## src/rtl/i2c_slave_pkg.sv

```systemverilog
`default_nettype none
// +-------------------------------------------------------------------+
// | i2c_slave_pkg : shared constants for the I2C register-bus slave   |
// | Rev 1.0                                                           |
// +-------------------------------------------------------------------+
package i2c_slave_pkg;

   localparam int BIT_CNT_W = 3;

   localparam logic I2C_ACK  = 1'b0;
   localparam logic I2C_NACK = 1'b1;

   localparam int STATE_W = 4;
   localparam logic [STATE_W-1:0] ST_IDLE     = 4'd0;
   localparam logic [STATE_W-1:0] ST_DEV_ADDR = 4'd1;
   localparam logic [STATE_W-1:0] ST_DEV_ACK  = 4'd2;
   localparam logic [STATE_W-1:0] ST_REG_ADDR = 4'd3;
   localparam logic [STATE_W-1:0] ST_REG_ACK  = 4'd4;
   localparam logic [STATE_W-1:0] ST_WR_DATA  = 4'd5;
   localparam logic [STATE_W-1:0] ST_WR_ACK   = 4'd6;
   localparam logic [STATE_W-1:0] ST_RD_LOAD  = 4'd7;
   localparam logic [STATE_W-1:0] ST_RD_DATA  = 4'd8;
   localparam logic [STATE_W-1:0] ST_RD_ACK   = 4'd9;
   localparam logic [STATE_W-1:0] ST_SKIP     = 4'd10;

endpackage
`default_nettype wire

```

## src/rtl/i2c_line_filter.sv

```systemverilog
`default_nettype none
// +-------------------------------------------------------------------+
// | i2c_line_filter : SCL/SDA synchroniser, glitch filter, edge and   |
// | START/STOP detection. Rev 1.0                                     |
// +-------------------------------------------------------------------+
module i2c_line_filter #(
   parameter int FILT_LEN = 3
) (
   input  logic clk,
   input  logic rst_n,
   input  logic scl_raw,
   input  logic sda_raw,
   output logic sda,
   output logic scl_rise,
   output logic scl_fall,
   output logic start_det,
   output logic stop_det
);

   logic [1:0]          scl_sync, sda_sync;
   logic [FILT_LEN-1:0] scl_hist, sda_hist;
   logic                scl_flt, sda_flt, scl_flt_d, sda_flt_d;

   // Idle bus is high, so everything resets to 1 to avoid a false edge.
   always_ff @(posedge clk or negedge rst_n) begin
      if (!rst_n) begin
         scl_sync  <= '1;
         sda_sync  <= '1;
         scl_hist  <= '1;
         sda_hist  <= '1;
         scl_flt   <= 1'b1;
         sda_flt   <= 1'b1;
         scl_flt_d <= 1'b1;
         sda_flt_d <= 1'b1;
         scl_rise  <= 1'b0;
         scl_fall  <= 1'b0;
         start_det <= 1'b0;
         stop_det  <= 1'b0;
      end else begin
         scl_sync  <= {scl_sync[0], scl_raw};
         sda_sync  <= {sda_sync[0], sda_raw};
         scl_hist  <= (scl_hist << 1) | FILT_LEN'(scl_sync[1]);
         sda_hist  <= (sda_hist << 1) | FILT_LEN'(sda_sync[1]);
         if (&scl_hist)       scl_flt <= 1'b1;
         else if (~|scl_hist) scl_flt <= 1'b0;
         if (&sda_hist)       sda_flt <= 1'b1;
         else if (~|sda_hist) sda_flt <= 1'b0;
         scl_flt_d <= scl_flt;
         sda_flt_d <= sda_flt;
         scl_rise  <= scl_flt & ~scl_flt_d;
         scl_fall  <= ~scl_flt & scl_flt_d;
         start_det <= scl_flt & scl_flt_d & sda_flt_d & ~sda_flt;
         stop_det  <= scl_flt & scl_flt_d & ~sda_flt_d & sda_flt;
      end
   end

   // Delayed level lines up with the registered edge pulses.
   assign sda = sda_flt_d;

endmodule
`default_nettype wire

```

## src/rtl/i2c_slave_regbus.sv

```systemverilog
`default_nettype none
// +-------------------------------------------------------------------+
// | i2c_slave_regbus : I2C slave bridging to a word-wide register bus |
// | with auto-increment, repeated START and read prefetch. Rev 1.0    |
// +-------------------------------------------------------------------+
module i2c_slave_regbus
   import i2c_slave_pkg::*;
#(
   parameter logic [6:0] I2C_ADR    = 7'h27,
   parameter int         ADDR_W     = 8,
   parameter int         DATA_BYTES = 4,
   parameter int         FILT_LEN   = 3,
   parameter int         RD_LATENCY = 1
) (
   input  logic                    sys_clk_i,
   input  logic                    rst_n_i,
   input  logic                    scl_i,
   input  logic                    sda_i,
   output logic                    sda_oe_o,
   output logic                    ram_wr_en_o,
   output logic [ADDR_W-1:0]       ram_wr_addr_o,
   output logic [8*DATA_BYTES-1:0] ram_wr_data_o,
   output logic                    ram_rd_en_o,
   output logic [ADDR_W-1:0]       ram_rd_addr_o,
   input  logic [8*DATA_BYTES-1:0] ram_rd_data_i,
   output logic                    busy_o
);

   localparam int DATA_W = 8 * DATA_BYTES;
   localparam int BC_W   = (DATA_BYTES > 1) ? $clog2(DATA_BYTES) : 1;
   localparam logic [BC_W-1:0] LAST_BYTE = BC_W'(DATA_BYTES - 1);

   logic                 sda, scl_rise, scl_fall, start_det, stop_det;
   logic [STATE_W-1:0]   state;
   logic [BIT_CNT_W-1:0] bit_cnt;
   logic                 byte_done;
   logic [7:0]           shift;
   logic [BC_W-1:0]      byte_cnt;
   logic [ADDR_W-1:0]    ptr;
   logic [DATA_W-1:0]    wr_word, rd_word;
   logic [RD_LATENCY-1:0] rd_pipe;
   logic                 rw;
   logic [7:0]           cur_byte;

   i2c_line_filter #(.FILT_LEN(FILT_LEN)) u_filter (
      .clk       (sys_clk_i),
      .rst_n     (rst_n_i),
      .scl_raw   (scl_i),
      .sda_raw   (sda_i),
      .sda       (sda),
      .scl_rise  (scl_rise),
      .scl_fall  (scl_fall),
      .start_det (start_det),
      .stop_det  (stop_det)
   );

   assign cur_byte = rd_word[8*byte_cnt +: 8];

   always_ff @(posedge sys_clk_i or negedge rst_n_i) begin
      if (!rst_n_i) begin
         state         <= ST_IDLE;
         bit_cnt       <= '0;
         byte_done     <= 1'b0;
         shift         <= '0;
         byte_cnt      <= '0;
         ptr           <= '0;
         wr_word       <= '0;
         rd_word       <= '0;
         rd_pipe       <= '0;
         rw            <= 1'b0;
         sda_oe_o      <= 1'b0;
         ram_wr_en_o   <= 1'b0;
         ram_wr_addr_o <= '0;
         ram_wr_data_o <= '0;
         ram_rd_en_o   <= 1'b0;
         ram_rd_addr_o <= '0;
         busy_o        <= 1'b0;
      end else begin
         ram_wr_en_o <= 1'b0;
         ram_rd_en_o <= 1'b0;
         rd_pipe     <= (rd_pipe << 1) | RD_LATENCY'(ram_rd_en_o);
         if (rd_pipe[RD_LATENCY-1]) rd_word <= ram_rd_data_i;

         if (start_det) begin
            state     <= ST_DEV_ADDR;
            bit_cnt   <= 3'd7;
            byte_done <= 1'b0;
            byte_cnt  <= '0;
            wr_word   <= '0;
            sda_oe_o  <= 1'b0;
         end else if (stop_det) begin
            state     <= ST_IDLE;
            byte_done <= 1'b0;
            byte_cnt  <= '0;
            wr_word   <= '0;
            sda_oe_o  <= 1'b0;
            busy_o    <= 1'b0;
         end else begin
            case (state)
               ST_DEV_ADDR, ST_REG_ADDR, ST_WR_DATA: begin
                  if (scl_rise) begin
                     shift     <= {shift[6:0], sda};
                     bit_cnt   <= bit_cnt - 1'b1;
                     byte_done <= (bit_cnt == '0);
                  end else if (scl_fall && byte_done) begin
                     byte_done <= 1'b0;
                     if (state == ST_DEV_ADDR) begin
                        if (shift[7:1] == I2C_ADR) begin
                           sda_oe_o <= 1'b1;
                           busy_o   <= 1'b1;
                           rw       <= shift[0];
                           state    <= ST_DEV_ACK;
                        end else begin
                           state <= ST_SKIP;
                        end
                     end else if (state == ST_REG_ADDR) begin
                        ptr      <= shift[ADDR_W-1:0];
                        byte_cnt <= '0;
                        sda_oe_o <= 1'b1;
                        state    <= ST_REG_ACK;
                     end else begin
                        wr_word[8*byte_cnt +: 8] <= shift;
                        sda_oe_o <= 1'b1;
                        state    <= ST_WR_ACK;
                     end
                  end
               end
               ST_DEV_ACK: begin
                  // Reads fetch on the ACK rise so the word is ready at its fall.
                  if (scl_rise && rw) begin
                     ram_rd_en_o   <= 1'b1;
                     ram_rd_addr_o <= ptr;
                     byte_cnt      <= '0;
                     state         <= ST_RD_LOAD;
                  end else if (scl_fall) begin
                     sda_oe_o <= 1'b0;
                     bit_cnt  <= 3'd7;
                     state    <= ST_REG_ADDR;
                  end
               end
               ST_REG_ACK: begin
                  if (scl_fall) begin
                     sda_oe_o <= 1'b0;
                     bit_cnt  <= 3'd7;
                     state    <= ST_WR_DATA;
                  end
               end
               ST_WR_ACK: begin
                  if (scl_rise) begin
                     if (byte_cnt == LAST_BYTE) begin
                        ram_wr_en_o   <= 1'b1;
                        ram_wr_addr_o <= ptr;
                        ram_wr_data_o <= wr_word;
                        ptr           <= ptr + ADDR_W'(1);
                        byte_cnt      <= '0;
                     end else begin
                        byte_cnt <= byte_cnt + 1'b1;
                     end
                  end else if (scl_fall) begin
                     sda_oe_o <= 1'b0;
                     bit_cnt  <= 3'd7;
                     state    <= ST_WR_DATA;
                  end
               end
               ST_RD_LOAD: begin
                  if (scl_fall) begin
                     sda_oe_o  <= ~cur_byte[7];
                     bit_cnt   <= 3'd6;
                     byte_done <= 1'b0;
                     state     <= ST_RD_DATA;
                  end
               end
               ST_RD_DATA: begin
                  if (scl_fall) begin
                     if (byte_done) begin
                        sda_oe_o  <= 1'b0;
                        byte_done <= 1'b0;
                        state     <= ST_RD_ACK;
                     end else begin
                        sda_oe_o  <= ~cur_byte[bit_cnt];
                        bit_cnt   <= bit_cnt - 1'b1;
                        byte_done <= (bit_cnt == '0);
                     end
                  end
               end
               ST_RD_ACK: begin
                  if (scl_rise) begin
                     if (sda == I2C_NACK) begin
                        state <= ST_SKIP;
                     end else begin
                        state <= ST_RD_LOAD;
                        if (byte_cnt == LAST_BYTE) begin
                           ptr           <= ptr + ADDR_W'(1);
                           ram_rd_en_o   <= 1'b1;
                           ram_rd_addr_o <= ptr + ADDR_W'(1);
                           byte_cnt      <= '0;
                        end else begin
                           byte_cnt <= byte_cnt + 1'b1;
                        end
                     end
                  end
               end
               default: ;
            endcase
         end
      end
   end

endmodule
`default_nettype wire

```

## config.mk

```make
export PLATFORM = sky130hd
export DESIGN_NAME = i2c_slave_regbus
export DESIGN_NICKNAME = d
export VERILOG_FILES = /design/src/rtl/i2c_slave_pkg.sv /design/src/rtl/i2c_line_filter.sv /design/src/rtl/i2c_slave_regbus.sv
export SDC_FILE = /design/constraint.sdc
export NUM_CORES = 1
export LEC_CHECK = 0
export ABC_AREA = 1
export BUFFER_PORTS_ARGS = -buffer_cell sky130_fd_sc_hd__buf_4
export CAP_MARGIN = 25
export CORE_MARGIN = 1.5
export CORE_UTILIZATION = 58
export CTS_BUF_LIST = sky130_fd_sc_hd__clkbuf_16
export CTS_CLUSTER_SIZE = 24
export DETAILED_ROUTE_END_ITERATION = 8
export PLACE_DENSITY = 0.8
export REMOVE_ABC_BUFFERS = 1
export SYNTH_ARGS = -nofsm -noshare
export SYNTH_HDL_FRONTEND = slang
export SYNTH_HIERARCHICAL = 1
export SYNTH_SLANG_ARGS = --single-unit
```

## constraint.sdc

```tcl
create_clock -name sys_clk_i -period 2.5 [get_ports sys_clk_i]
set_input_delay 0.25 -clock sys_clk_i [delete_from_list [all_inputs] [get_ports sys_clk_i]]
set_output_delay 0.25 -clock sys_clk_i [all_outputs]
set_load 0.02 [all_outputs]
```

======== After elaboration in Yosys (flattened, before gate mapping) ========
Index checks and enable logic that the tools add are counted.
cells by class
  shifts and indexed selects .............. 3
  order comparisons ....................... 1
  $add $sub $neg .......................... 4
  equality and inequality tests ........... 49
  bitwise logic cells ..................... 18
  reductions and logical operators ........ 33
  mux-type cells .......................... 104
operators by type and width
  operator                 count
  $mux 32                  7
  $mux 8                   12
  $mux 4                   15
  $mux 1                   39
  $neg 5->34               1
  $shift 8x34->32 const A  1
  $shiftx 8x34->32         1
  $bwmux 32                1
  $shiftx 32x6->8          1
  $ne 4x2->1 const B       7
  $pmux 4 s7               1
  $mux 3                   9
  $mux 2                   12
  $pmux 8 s3               1
  $pmux 3 s6               1
  $reduce_and 9->1         2
  $eq 4x3->1 const B       4
  $ne 2x2->1 const B       8
  $ne 4x1->1 const B       4
  $pmux 8 s2               1
  $reduce_and 8->1         2
  $ne 3x1->1 const B       5
  $reduce_and 7->1         2
  $ne 2x1->1 const B       5
  37 further kinds         70
word-level totals
  output and inout bits ................... 52
  input bits .............................. 36
  bits in registers ....................... 162

======== Depth between registers and ports, before layout ========
Gate-level depths: netlist of the first run.
  word-level depth ........................ 10
  mapped depth ............................ 14

======== Modules after synthesis ========
Netlist of the first run, hierarchy kept.
modules (own cells, without submodules)
  module            sequential area each (µm²)  area an instance (µm²)  cells an instance  instances
  i2c_slave_regbus  3603.5                      7004.2                  830                1
  i2c_line_filter   467.9                       558.0                   39                 1

======== Worst setup path before layout of the first run ========
Ideal clock, no wire load.
  path kind ............................... reg-to-reg
  start point ............................. reg byte_cnt[0]
  end point ............................... reg wr_word[24]
  data arrival time ....................... 1899 ps
  cell stages (with the launch flop) ...... 8
  slack ................................... 517 ps
  cells stage by stage .................... dfrtp_1 > buf_2 > clkinv_1 > buf_2 > ha_1 > nor2_1 > nand3_1 > o21ai_0
between the ends
  longest elaborated chain between the ends .. 10
  elaborated cells between the ends (all ways) .. 11
ends and longest elaborated chain
  what                                                        line                     text
  start: declaration                                          i2c_slave_regbus.sv:38   logic [BC_W-1:0] byte_cnt;
  start signal: assignment                                    i2c_slave_regbus.sv:157  byte_cnt <= byte_cnt + 1'b1;
  start signal: assignment                                    i2c_slave_regbus.sv:198  byte_cnt <= byte_cnt + 1'b1;
  $neg 5->34 *                                                i2c_slave_regbus.sv:122  wr_word[8*byte_cnt +: 8] <= shift;
  $shiftx 8x34->32 / $shift 8x34->32 (equally long branches)  i2c_slave_regbus.sv:122
  $bwmux 32 *                                                 i2c_slave_regbus.sv:122
  $mux 32 *                                                   i2c_slave_regbus.sv:116  end else if (state == ST_REG_ADDR) begin
  $mux 32 *                                                   i2c_slave_regbus.sv:107  if (state == ST_DEV_ADDR) begin
  $mux 32 *                                                   i2c_slave_regbus.sv:105  end else if (scl_fall && byte_done) begin
  $mux 32 *                                                   i2c_slave_regbus.sv:101  if (scl_rise) begin
  $mux 32 *                                                   i2c_slave_regbus.sv:99   case (state)
  $mux 32 *                                                   i2c_slave_regbus.sv:91   end else if (stop_det) begin
  $mux 32 *                                                   i2c_slave_regbus.sv:84   if (start_det) begin
  end signal: indexed assignment                              i2c_slave_regbus.sv:122
  end: declaration                                            i2c_slave_regbus.sv:40   logic [DATA_W-1:0] wr_word, rd_word;
Every way passes the cells marked *; elsewhere a longest branch is shown, timed or not. The select of a mux whose other input is x is not followed.
A chain may end at the register's enable or synchronous reset.

======== Worst setup path after layout of the first run ========
  start point ............................. reg byte_cnt[0]
  end point ............................... reg wr_word[18]
Same word-level chain as after synthesis.

==> results of run 1 <==
critical path: cells and delay by family (launching register included):
| family | cells | cell delay (ns) |
|---|---|---|
| buf+inv | 3 | 0.73 |
| fa+ha+maj | 1 | 0.24 |
| simple gates | 2 | 0.27 |
| compound gates | 1 | 0.12 |
| flops | 1 | 0.57 |
logic make-up (layout without fill, tap and decap cells):
kind of cell,count (synthesis),count (layout),share of synthesized area [%]
adder cells (fa/ha/maj),8,8,1.324
buffers and inverters,138,241,7.760
AO/OA/AOI/OAI,151,151,11.53
multiplexers,5,5,0.7445
flip-flops,162,162,53.84
XOR/XNOR,8,8,0.9266
AND/OR/NAND/NOR,397,397,23.87
synthesized netlist by cell type, types with 3 or more instances:
library cell and count:
a21oi_1 6, inv_4 3, o21ai_0 80, nor2_2 5
nor2_1 48, nand2_2 13, dfrtp_1 148, nand2_1 237
nand3_1 58, o22ai_2 8, mux2_2 5, xor2_1 7
clkbuf_1 9, nand4_1 14, inv_1 96, o21ai_2 9
ha_1 8, buf_2 14, a31oi_1 7, inv_2 7
dfstp_2 14, o21ai_1 35, nand3_2 4, nor3_1 3
worst max path at each step:
stage | to | cells after the start
after global placement | wr_word[25]$_DFFE_PN0P_ | 5
after CTS | ram_wr_data_o[1]$_DFFE_PN0P_ | 6
after global routing | wr_word[18]$_DFFE_PN0P_ | 8
after detailed placement | ram_wr_data_o[31]$_DFFE_PN0P_ | 6
after floorplan | wr_word[24]$_DFFE_PN0P_ | 5
final | wr_word[18]$_DFFE_PN0P_ | 7
final cells by class:
class                   count  area [µm²]  share of cell area (%)
clock buffers              17       425.4                   4.696
clock inverters            15       237.7                   2.624
inverters                 109       417.9                   4.613
multi-input cells         569        2904                   32.06
flip-flops and latches    162        4071                   44.94
well taps                 172       215.2                   2.376
repair buffers            100       787.0                   8.688
power by group through the flow:
stage,logic (µW),registers (µW),clock network [µW]
2_1_floorplan,1400,3040,0
3_3_place_gp,1880,3070,0
3_5_place_dp,1900,3080,0
4_1_cts,1930,3040,2940
5_1_grt,2190,3070,3050
6_report,1950,3050,2910
timing repair:
action,CTS,global route
setup endpoints to repair,0,0
hold buffers,3,0
endpoints found under the hold margin,65,0
metrics by stage:
stage | utilization, % | setup slack (ns) | power (µW) | instance area, µm²
floorplan | - | 0.02893 | 4436 | 7393
CTS | 71.33 | 0.3670 | 7915 | 9039
global route | 71.49 | 0.2160 | 8307 | 9059
finish | 71.49 | 0.4433 | 7899 | 9059
global placement | 65.86 | 0.4788 | 4959 | 8346
detailed placement | 65.86 | 0.3723 | 4978 | 8346
per-layer routing:
layer / up-vias / GRT usage, % / part of all wire [%]
met5: - / 0 / 0
met4: 0 / 7.470 / 1.5
met3: 28 / 6.334 / 5.0
met2: 174 / 40.97 / 47
met1: 2918 / 35.57 / 46
li1: 2988 / - / -
sequential cells by signal (all words and copies together) (netlist names), 3 cells and up:
name               flops
u_filter/scl_hist      3
u_filter/sda_hist      3
ptr                    8
rd_word               32
ram_wr_data_o         32
ram_rd_addr_o          8
wr_word               32
shift                  8
bit_cnt                3
ram_wr_addr_o          8
state                  4
==> flow_metrics.tcl, run 1 <==
set metrics [dict create \
    ys.flop_type "dfrtp_1" \
    wl_per_cell_um 14.41 \
    fin_skew_ns 0.005728 \
    dieArea_um2 13730 \
    wl_mm 16.49 \
    cts_buffers 17 \
    clock.fmax_mhz 486.2 \
    synth_edf_count 0 \
    critPathLaunch "byte_cnt[0]$_DFFE_PN0P_" \
    cts_buffer_depth 2 \
    power.switching_uw 2607 \
    die_y_um 117.2 \
    p_leak_uw 0.004386 \
    drv_slew 0 \
    crit_arrival_ns 2.35 \
    seqPwrFrac_pct 38.6 \
    async_reset_ff_share_pct 100.0 \
    grtUsageTotal_pct 25.79 \
    place_inst 1108 \
    yosysWarnings 6 \
    maxCapViolCount 0 \
    cp_slowest_cell "dfrtp_1" \
    worstMarginPinSlew_ns 0.5234 \
    fin_cells 1144 \
    switching_share_pct 33.00 \
    finalHoldWorstSlack_ns 0.02959 \
    post_cts_resized 0 \
    yosysTopAreaCellShare_pct 48.97 \
    grt_first_pass_wirelength_mm 27.38 \
    timing.rr.end "wr_word[18]$_DFFE_PN0P_" \
    crit_type "flip-flop to flip-flop" \
    r2r_slack_ns 0.44 \
    outcome "complete, no violations" \
    final_common_cell "nand2_1" \
    cts_setup_buffers 0 \
    fill_cells 971 \
    holdPathStages 3 \
    start_kind "flip-flop" \
    cts_tree "built" \
    grt_pass1_vias 5698 \
    globalRoute.totalOverflow 0 \
    place_congestion 0.9253 \
    setup_viol 0 \
    layout_common_cells "237 x nand2_1, 148 x dfrtp_1, 98 x inv_1" \
    root_buffer "clkbuf_16" \
    core_um2 12670 \
    rsz0062_at_grt "false" \
    syn_avg_cell_area_um2 8.702 \
    finalHoldViolations 0 \
    via_count 6108 \
    ir_drop_v 0.0009066 \
    fp.dieW_um 117.2 \
    drive_gt1_share_pct 21.30 \
    r2r_cells 7 \
    synthToLayoutAreaGrowth_pct 19.79 \
    drc 0 \
    cp_slowest_stage_delay_ns 0.57 \
    cp_max_fo 17 \
    antenna_found_initial 0 \
    drt_iter0_drc 426 \
    p_per_area_nw_per_um2 872.0 \
    drt.antenna.violating_nets 0 \
    h-tree-depth 4 \
    portBuffers 87 \
    fin_crit_ns 2.057 \
    synth_top_area_cell "dfrtp_1" \
    max_slew_margin_pct 65.10 \
    endpoint_kind "flip-flop" \
    viasPerCell 5.339 \
    reg2reg_from "byte_cnt[0]$_DFFE_PN0P_" \
    fin_tns_setup_ns 0 \
    p_int_uw 5292 \
    path_clk_slew_ns 0.06 \
    hold_path_end "rd_word[0]$_DFFE_PN0P_" \
    ys_ff_latch 162 \
    min_path_type "primary input to flip-flop" \
    yosysUniqueCellTypes 47 \
    start_util_pct 59.68 \
    period_share_pct 82.27 \
    crit_required_ns 2.80 \
    worst_path_most_repeated_cell "nand2_1" \
    holdCritStartpoint "ram_rd_data_i[0]" \
    syn_area_um2 7562 \
    synthTopCellsByArea "dfrtp_1 49%, nand2_1 12%, o21ai_0 5.3%" \
    firstDrtPassIters 5 \
    clk-insertion-delay-late_ns 0.42 \
    path_cells "clkinv_1 > buf_4 > ha_1 > nand2_1 > nand2_1 > inv_1 > o21ai_0" \
    nets 1003 \
    pwr-share-comb_pct 24.6 \
    grt_max_degree 100 \
    io_pins 88 \
    pwr-share-clk_pct 36.8 \
    yosysSeqAreaShare_pct 53.84 \
    dp_hpwl_mm 11.17 \
    placementRows 41 \
    numClockSinks 162 \
    diodes 0 \
    syn_inst 869 \
]
No activity file was read; power rests on OpenSTA's default activity.
==> inputs of run 2 (changes only) <==
--- a/config.mk
+++ b/config.mk
@@ -5,7 +5,7 @@
 export SDC_FILE = /design/constraint.sdc
 export NUM_CORES = 1
 export LEC_CHECK = 0
-export ABC_AREA = 1
+export ABC_AREA = 0
 export BUFFER_PORTS_ARGS = -buffer_cell sky130_fd_sc_hd__buf_4
 export CAP_MARGIN = 25
 export CORE_MARGIN = 1.5
@@ -13,7 +13,7 @@
 export CTS_BUF_LIST = sky130_fd_sc_hd__clkbuf_16
 export CTS_CLUSTER_SIZE = 24
 export DETAILED_ROUTE_END_ITERATION = 8
-export PLACE_DENSITY = 0.8
+export PLACE_DENSITY = 0.81
 export REMOVE_ABC_BUFFERS = 1
 export SYNTH_ARGS = -nofsm -noshare
 export SYNTH_HDL_FRONTEND = slang
==> constraint.sdc (replaced) <==
create_clock -name sys_clk_i -period 2.1 [get_ports sys_clk_i]
set_input_delay 0.21 -clock sys_clk_i [delete_from_list [all_inputs] [get_ports sys_clk_i]]
set_output_delay 0.21 -clock sys_clk_i [all_outputs]
set_load 0.02 [all_outputs]
==> flow_metrics.tcl, run 2 <==
set metrics [dict create \
    outcome "complete, but fails checks" \
    violations "negative setup slack" \
    path_cells "mux4_2 > mux4_2 > nand3b_1 > and3_4 > a211oi_2" \
    worstMarginPinSlew_ns 0.5825 \
    drt.antenna.violating_nets 0 \
    layout_common_cells "171 x nand2_1, 148 x buf_4, 147 x dfrtp_1" \
    yosysUniqueCellTypes 69 \
    synthTopCellsByArea "dfrtp_1 51%, nand2_1 8.8%, mux2_2 6.3%" \
    globalRoute.totalOverflow 0 \
    final_common_cell "nand2_1" \
    synth_edf_count 0 \
    clk-insertion-delay-late_ns 0.42 \
    setup_viol 1 \
    final_cell_area_um2 9110 \
    core_um2 12160 \
    path_delay_family "multiplexers" \
    fin_ws_ns -0.00002731 \
    grt_pass1_vias 5759 \
    worst_path_most_repeated_cell "mux4_2" \
    place_area_um2 8539 \
    power.switching_uw 2815 \
    io_pins 88 \
    seqPwrFrac_pct 39.7 \
    fin_skew_ns 0.005455 \
    min_path_type "primary input to flip-flop" \
    p_int_uw 6098 \
    ys.flop_type "dfrtp_1" \
    period_share_pct 100.0 \
    fin_cells 991 \
    dieArea_um2 13300 \
    rsz0062_at_grt "true" \
    yosysWarnings 6 \
    h-tree-depth 4 \
    place_inst 957 \
    nets 856 \
    placementRows 40 \
    dp_hpwl_mm 12.09 \
    drt_iter0_drc 344 \
    grt_first_pass_wirelength_mm 28.08 \
    crit_buf_inv 0 \
    root_buffer "clkbuf_16" \
    fp.dieW_um 115.3 \
    top_regs "ram_wr_data_o x32, rd_word x32, wr_word x32" \
    wl_mm 16.84 \
    synthToLayoutAreaGrowth_pct 24.46 \
    async_reset_ff_share_pct 100.0 \
    cp_slowest_stage_delay_ns 0.53 \
    viasPerCell 5.669 \
    pwr-share-comb_pct 29.2 \
    synth_top_area_cell "dfrtp_1" \
    antenna_found_initial 0 \
    place_congestion 0.8770 \
    syn_area_um2 7320 \
    endpoint_kind "flip-flop" \
    diodes 0 \
    finalHoldViolations 0 \
    fill_cells 856 \
    pwr-share-clk_pct 31.2 \
    syn_inst 673 \
    p_per_area_nw_per_um2 978.4 \
    ir_drop_v 0.0006662 \
    ys_top_cells_by_count "171 x nand2_1, 148 x dfrtp_1, 41 x mux2_2" \
    cts_tree "built" \
    crit_required_ns 2.44 \
    cts_buffers 17 \
    cp_slowest_cell "mux4_2" \
    switching_share_pct 31.59 \
    numClockSinks 162 \
    syn_avg_cell_area_um2 10.88 \
    drv_slew 0 \
    wl_per_cell_um 16.99 \
    path_clk_slew_ns 0.06 \
    clock.fmax_mhz 476.2 \
    die_y_um 115.3 \
    drive_gt1_share_pct 31.71 \
    grt_max_degree 63 \
    yosysMostFrequentCell "nand2_1" \
    portBuffers 87 \
    drc 0 \
    start_kind "flip-flop" \
    maxCapViolCount 0 \
    yosysSeqAreaShare_pct 55.62 \
    ys_ff_latch 162 \
    pre_cts_ws_ns -0.1068 \
    crit_type "flip-flop to flip-flop" \
    via_count 5618 \
    start_util_pct 60.19 \
    cts_buffer_depth 2 \
    grtUsageTotal_pct 27.67 \
    cp_max_fo 7 \
    firstDrtPassIters 5 \
    max_slew_margin_pct 61.17 \
    fin_crit_ns 2.100 \
    p_leak_uw 0.004510 \
    crit_arrival_ns 2.44 \
    yosysTopAreaCellShare_pct 50.60 \
]
[run 2: cell count changes in the layout (fill, tap and decap cells not counted), moves of 36 or more]
cell / change
inv_1: -81
buf_4: +54
nand2_1: -66
mux2_2: +36
nand3_1: -51
o21ai_0: -68
[run 2: cell families (layout without fill, tap and decap cells)]
logic type      count (synthesis)  after routing  synth area share, %
compound gates                120            120                10.80
xor+xnor                        8              8               0.9573
fa+ha+maj                       8              8                1.368
buf+inv                        52            202                3.487
flops                         162            162                55.62
mux                            68             68                11.37
simple gates                  255            255                16.39
[run 2: layer usage]
| metal | vias to the layer above | share of wire, % | global-route usage, % |
|---|---|---|---|
| met5 | - | 0 | 0 |
| met4 | 0 | 3.0 | 13.09 |
| met3 | 45 | 3.9 | 5.430 |
| met2 | 175 | 53 | 48.80 |
| met1 | 2764 | 41 | 32.55 |
| li1 | 2634 | - | - |
[run 2: through the flow]
step                      util, %     TNS (ns)  hold slack, ns  power, µW
after floorplan                 -       -76.91        -0.08559       4890
after global placement      70.22            0          0.2200       6041
after detailed placement    70.22      -0.1068          0.2375       6117
after CTS                   74.79            0        0.005935       8905
after global routing        74.91     -0.08614       0.0008664       9299
final                       74.91  -0.00002731         0.01470       8913
[run 2: layout make-up]
type                            instances  area [µm²]  share of cell area, %
Multi-Input combinational cell        459        3003                  32.96
Tap cell                              168       210.2                  2.307
Clock buffer                           17       425.4                  4.670
Timing Repair Buffer                  157        1244                  13.65
Sequential cell                       162        4073                  44.71
Clock inverter                         13       98.84                  1.085
Inverter                               15       56.30                 0.6180
[run 2: worst paths after layout]
| path | startpoint | slack, ns | cells past startpoint | endpoint |
|---|---|---|---|---|
| setup / recovery | byte_cnt[1]$_DFFE_PN0P_ | -0.00003 | 5 | sda_oe_o$_DFFE_PN0P_ |
| hold / removal | ram_rd_data_i[0] | 0.01 | 2 | rd_word[0]$_DFFE_PN0P_ |
| setup reg to reg | byte_cnt[1]$_DFFE_PN0P_ | -0.00003 | 5 | sda_oe_o$_DFFE_PN0P_ |
| hold reg to reg | u_filter/sda_sync[1]$_DFF_PN1_ | 0.36 | 0 | u_filter/sda_hist[0]$_DFF_PN1_ |
| max in group asynchronous | rst_n_i | 1.12 | 3 | u_filter/scl_hist[1]$_DFF_PN1_ |
| min in group asynchronous | rst_n_i | 0.34 | 2 | ram_wr_data_o[23]$_DFFE_PN0P_ |
[run 2: power groups by stage]
stage	registers [µW]	logic, µW	clock network (µW)
2_1_floorplan	3690	1200	0
3_3_place_gp	3560	2480	0
3_5_place_dp	3570	2540	0
4_1_cts	3530	2570	2810
5_1_grt	3560	2790	2950
6_report	3540	2600	2780
[run 2: repair_timing]
item | in CTS | in global routing
setup endpoints to repair | 1 | 15
hold buffers | 3 | 0
resized for setup | 5 | 3
hold endpoints to repair | 60 | 0
buffers inserted | 1 | 0
pin swaps | 1 | 0
[run 2: worst register-to-register path, stage by stage (launching register included)]
cell      delay [ns]
dfrtp_2         0.47
mux4_2          0.53
mux4_2          0.45
nand3b_1        0.20
and3_4          0.18
a211oi_2        0.18
